### src/rtl/branch_predictor_pkg.sv
// Shared definitions for the branch predictor: counter encodings, default
// table geometry and the PC index/tag slice helpers.
package branch_predictor_pkg;

  // 2-bit saturating counter states; MSB is the taken prediction.
  typedef enum logic [1:0] {
    SNT = 2'b00,
    WNT = 2'b01,
    WT  = 2'b10,
    ST  = 2'b11
  } ctr_e;

  localparam int unsigned DEFAULT_INDEX_BITS = 6;

  // Table index: PC[index_bits+1:2], returned zero-extended to 32 bits.
  function automatic logic [31:0] pc_index(input logic [31:0] pc, input int unsigned index_bits);
    return (pc >> 2) & ((32'd1 << index_bits) - 32'd1);
  endfunction

  // Tag: PC[31:index_bits+2], returned right-aligned in 32 bits.
  function automatic logic [31:0] pc_tag(input logic [31:0] pc, input int unsigned index_bits);
    return pc >> (index_bits + 2);
  endfunction

endpackage

### src/rtl/sat_counter2.sv
// 2-bit saturating up/down counter, one per BHT entry. Resets to weakly
// not-taken.
module sat_counter2
  import branch_predictor_pkg::*;
(
  input  logic       clk,
  input  logic       rst_n,
  input  logic       en,
  input  logic       up,
  output logic [1:0] cnt
);

  ctr_e cnt_q, cnt_d;

  // Next state: step toward the outcome, holding at either end.
  always_comb begin
    cnt_d = cnt_q;
    if (up && (cnt_q != ST)) begin
      cnt_d = ctr_e'(cnt_q + 2'd1);
    end else if (!up && (cnt_q != SNT)) begin
      cnt_d = ctr_e'(cnt_q - 2'd1);
    end
  end

  // Counter state register.
  always_ff @(posedge clk or negedge rst_n) begin
    if (!rst_n) begin
      cnt_q <= WNT;
    end else if (en) begin
      cnt_q <= cnt_d;
    end
  end

  assign cnt = cnt_q;

endmodule

### src/rtl/branch_predictor.sv
// Dynamic branch predictor: BHT of 2-bit counters plus a tagged BTB for the
// fetch-side prediction, and misprediction detection / training on the
// execute side.
module branch_predictor
  import branch_predictor_pkg::*;
#(
  parameter int unsigned INDEX_BITS = DEFAULT_INDEX_BITS,
  parameter int unsigned TAG_BITS   = 32 - INDEX_BITS - 2,
  parameter int unsigned CNT_W      = 32
) (
  input  logic             clk,
  input  logic             reset,
  input  logic [31:0]      PCF,
  output logic             PredTakenF,
  output logic [31:0]      PredPCF,
  input  logic             IsBranchE,
  input  logic             StallE,
  input  logic             BranchE,
  input  logic [31:0]      PCE,
  input  logic [31:0]      PCPlus4E,
  input  logic [31:0]      PCTargetE,
  input  logic             PredTakenE,
  input  logic [31:0]      PredPCE,
  output logic             MispredictE,
  output logic [31:0]      PCCorrectE,
  output logic [CNT_W-1:0] BranchCount,
  output logic [CNT_W-1:0] MispredictCount
);

  localparam int unsigned ENTRIES = 1 << INDEX_BITS;

  logic [INDEX_BITS-1:0]       idx_f, idx_e;
  logic [TAG_BITS-1:0]         tag_f, tag_e;
  logic [ENTRIES-1:0][1:0]     ctr;
  logic [ENTRIES-1:0]          valid_q;
  logic [TAG_BITS-1:0]         tag_q    [ENTRIES];
  logic [31:0]                 target_q [ENTRIES];
  logic                        hit_f;
  logic                        train;
  logic [CNT_W-1:0]            branch_count_q, mispredict_count_q;

  assign idx_f = INDEX_BITS'(pc_index(PCF, INDEX_BITS));
  assign tag_f = TAG_BITS'(pc_tag(PCF, INDEX_BITS));
  assign idx_e = INDEX_BITS'(pc_index(PCE, INDEX_BITS));
  assign tag_e = TAG_BITS'(pc_tag(PCE, INDEX_BITS));

  // A stalled execute stage holds its branch until the stall releases.
  assign train = IsBranchE && !StallE;

  // BHT: one saturating counter per entry, stepped only at its own index.
  for (genvar i = 0; i < ENTRIES; i++) begin : g_bht
    sat_counter2 u_ctr (
      .clk   (clk),
      .rst_n (reset),
      .en    (train && (idx_e == INDEX_BITS'(i))),
      .up    (BranchE),
      .cnt   (ctr[i])
    );
  end

  // BTB valid bits: set by taken branches, never cleared by not-taken ones.
  always_ff @(posedge clk or negedge reset) begin
    if (!reset) begin
      valid_q <= '0;
    end else if (train && BranchE) begin
      valid_q[idx_e] <= 1'b1;
    end
  end

  // BTB tag/target payload; gated by reset so a write racing reset is dropped.
  always_ff @(posedge clk) begin
    if (reset && train && BranchE) begin
      tag_q[idx_e]    <= tag_e;
      target_q[idx_e] <= PCTargetE;
    end
  end

  // Fetch lookup reads registered state only, so a same-cycle train is not seen.
  always_comb begin
    hit_f      = valid_q[idx_f] && (tag_q[idx_f] == tag_f);
    PredTakenF = hit_f && ctr[idx_f][1];
    PredPCF    = PredTakenF ? target_q[idx_f] : PCF + 32'd4;
  end

  // Resolve: wrong direction, or taken to a different target than predicted.
  always_comb begin
    MispredictE = train && ((BranchE != PredTakenE) || (BranchE && (PredPCE != PCTargetE)));
    PCCorrectE  = BranchE ? PCTargetE : PCPlus4E;
  end

  // Performance counters, saturating at all-ones.
  always_ff @(posedge clk or negedge reset) begin
    if (!reset) begin
      branch_count_q     <= '0;
      mispredict_count_q <= '0;
    end else begin
      if (train && (branch_count_q != '1)) begin
        branch_count_q <= branch_count_q + CNT_W'(1);
      end
      if (MispredictE && (mispredict_count_q != '1)) begin
        mispredict_count_q <= mispredict_count_q + CNT_W'(1);
      end
    end
  end

  assign BranchCount     = branch_count_q;
  assign MispredictCount = mispredict_count_q;

endmodule

### config.mk
export PLATFORM = sky130hd
export DESIGN_NAME = branch_predictor
export DESIGN_NICKNAME = d
export VERILOG_FILES = /design/src/rtl/branch_predictor_pkg.sv /design/src/rtl/sat_counter2.sv /design/src/rtl/branch_predictor.sv
export SDC_FILE = /design/constraint.sdc
export NUM_CORES = 2
export LEC_CHECK = 0
export BUFFER_PORTS_ARGS = -buffer_cell sky130_fd_sc_hd__buf_2
export CAP_MARGIN = 20
export CORE_MARGIN = 5
export CORE_UTILIZATION = 45
export CTS_CLUSTER_SIZE = 10
export DETAILED_ROUTE_END_ITERATION = 10
export SLEW_MARGIN = 30
export SYNTH_ARGS = -nofsm -noshare
export SYNTH_HDL_FRONTEND = slang
export SYNTH_SLANG_ARGS = --single-unit
### constraint.sdc
create_clock -name clk -period 4.5 [get_ports clk]
set_clock_uncertainty 0.05 [all_clocks]
set_input_delay 0 -clock clk [delete_from_list [all_inputs] [get_ports clk]]
set_output_delay 0 -clock clk [all_outputs]
set_load 0.05 [all_outputs]
==> results.toml <==
[timing]
fin_crit_sh_pct = 110
worst_slack_ps = -462
fin_hold_ws_ps = 37.7
final-hold-violation-count = 0
fin_crit_ps = 4960
tightest_slew_ps = 1040
setup-tns-final_ps = -14380
drv_slew = 0
slew_headroom_pct = 30.4
setup-violations-final = 32
max_freq_ghz = 0.202
rsz0062_at_grt = "yes"

[synth]
avgSynthCellArea_sq_um = 21.4
muxShareOfSynthArea_pct = 17.0
synth.top_cell.area_share_pct = 71.3
async_flop_share_pct = 6.67
synth_compound_area_share_pct = 3.13
synthesis.area_sq_um = 151000
synthFlopType = "edfxtp_1"
synth-edff-count = 3584
ys_types = 67
synthTopCellsByArea = "edfxtp_1 71%, mux4_2 15%, dfrtp_1 3.2%, mux2i_1 1.4%, dfstp_2 1.1%"
yosysSeqAreaShare_pct = 75.6
synth_xor_area_share_pct = 0.836
syn_inst = 7054
yosysTopAreaCell = "edfxtp_1"
yosys.area_share.simple_pct = 2.10
synth_top_family_by_area = "multiplexers"
synth_seq_cells = 3840
yosysWarningCount = 0
synthAdderAreaFrac_pct = 0.0249
syn_nets = 7223

[power]
power_leakage_nw = 56.4
powerDensity_nw_per_um2 = 429
vdd_drop_max_v = 0.000322

[run]
drv_cap = 0

[clock_tree]
cts_made_buffers = 430
cts-root-buf = "clkbuf_16"
insertion_delay_ps = 960
path_clk_slew_ps = 50
cts_setup_buffers = 0
cts_buffer_depth = 4
cts_htree_levels = 5
cts_tree = "yes"
clock-sinks = 3840

[placed_design]
numPortBuffers = 293
globalplace.congestion = 0.820
place_ws_ps = 49.0
placed_cell_area_sq_um = 161000
hpwl_um = 254000

[cells_and_area]
drive_above_1_share_pct = 30.5
register_area_sq_um = 114000
final_cell_mix = "3,584 x edfxtp_1, 1,002 x mux4_2, 433 x clkbuf_16, 295 x buf_4, 226 x buf_2"
stdcell_area_sq_um = 174000
final_nets = 8038
area_delta_synth_final_pct = 15.4
post-route-util_pct = 52.2
final_common_cell = "edfxtp_1"
fill_cells = 25900
multi_input_area_sq_um = 35400

[critical_path]
crit_path_max_fanout = 18
critPathSlowestCell = "or4_4"
crit_path_frequent_cell = "a31oi_1"
cp.arrival_ps = 4910
startpoint_type = "register"
crit_chain = "mux4_2 > and3_4 > a31oi_1 > and3_1 > a31oi_1 > o211ai_1 > xor2_2 > nand4_1 > buf_6 > or4_4 > buf_12 > mux2_4 > buf_8"
cp-end-kind = "output pin"
cpPeakStageDelay_ps = 610
worstSetupPathType = "register to output pin"
cp.required_ps = 4450

[detailed_routing]
routedWlPerCell_um = 39.4
antenna_left = 0
num_vias = 81300
drt_iter0_markers = 13000
drc_errors = 0
routed_wl_um = 488000
firstDrtPassIters = 8
vias_per_cell = 6.56

[global_routing]
grt_pass1_vias = 80000
grt_max_degree = 122
grt_overflow = 0
grt_use_total_pct = 27.6
antenna_found_initial = 33
grt_pass1_wl_um = 663000

[outcome]
status = "complete, but fails checks"
failed_checks = "negative setup slack"

[die]
initial_core_util_pct = 45.2
fp-row-count = 212
placeableCoreArea_sq_um = 334000
die_h_um = 589
die_width_um = 589
ios = 296
die-area_sq_um = 347000

[min_path]
worstHoldPathType = "input pin to register"
-- routing by layer --
layer | part of all wire, % | GRT usage (%) | vias to the layer above
met3 | 9.7 | 4.63 | 950
met2 | 48 | 44.4 | 4981
met4 | 4.5 | 10.8 | 8
met1 | 38 | 38.1 | 44100
li1 | - | - | 31200
met5 | 0.0098 | 0 | -
-- flip-flops by register name (all words and copies together) (netlist names) --
name             count
g_bht.u_ctr.cnt    128
target_q          2048
valid_q             64
BranchCount         32
tag_q             1536
MispredictCount     32
-- critical path, delay by kind of cell, from the launching register on --
kind / cells / cell delay (ps)
buffers and inverters: 3 / 510
xor gates and xnor gates: 1 / 290
DFF: 1 / 370
muxes: 2 / 820
and+or+nand+nor: 4 / 1160
AOI/OAI and AO/OA: 3 / 750
-- report_power, final --
part / switching, mW / internal [mW]
clock network: 13.4 / 17.3
registers: 0.156 / 39.2
logic: 2.82 / 1.73
total: 16.4 / 58.3
-- worst paths after layout --
check	cells after the start	slack, ps	startpoint	end
worst max-delay path	13	-460	tag_q[23][18]$_DFFE_PP_	PredPCF[20]
worst min-delay path	2	40	PCTargetE[6]	target_q[54][6]$_DFFE_PP_
worst max register to register	10	1350	BranchCount[7]$_DFFE_PN0P_	BranchCount[26]$_DFFE_PN0P_
worst min register to register	1	400	valid_q[22]$_DFFE_PN0P_	valid_q[22]$_DFFE_PN0P_
max in group asynchronous	6	3150	reset	g_bht[19].u_ctr.cnt[0]$_DFFE_PN1P_
min in group asynchronous	4	150	reset	BranchCount[25]$_DFFE_PN0P_
-- stage by stage --
step	power (mW)	std cells
detailed placement	44.6	11700
CTS	75.1	12400
finish	74.7	12400
global placement	44.4	11700
global route	76.8	12400
floorplan	42.5	7054
-- logic make-up (layout without fill, tap and decap cells) --
group	after synthesis	count (layout)
compound gates	690	690
xor+xnor	144	144
fa+ha+maj	3	3
buf+inv	404	1347
flops	3840	3840
mux	1290	1290
other cells	0	10
simple gates	683	683
-- cell usage after synthesis (54+ instances only) --
master	instances
edfxtp_1	3584
mux4_2	1002
mux2i_1	207
clkbuf_1	195
dfrtp_1	192
nor2_1	190
nand2_1	164
a21oi_1	151
o21ai_0	146
nand3_1	112
buf_2	93
xnor2_1	90
nor3_1	89
dfstp_2	64
a21o_1	63
a22oi_1	62
xor2_1	54
-- layout make-up --
class	instances	share of cell area [%]
multi-input cells	2810	20.4
diodes	10	0.0144
clock inverters	35	0.276
inverters	17	0.0438
flip-flops and latches	3840	65.5
well taps	4387	3.15
clock buffers	525	6.45
repair buffers	770	4.17
-- what timing repair did --
action                                 in CTS  in global routing
hold buffers                               81                  0
gates resized for setup                    80                  4
endpoints found under the hold margin    3933                  0
setup endpoints to repair                  33                 32
pin swaps                                   7                  3
(Power assumes the default switching activity.)
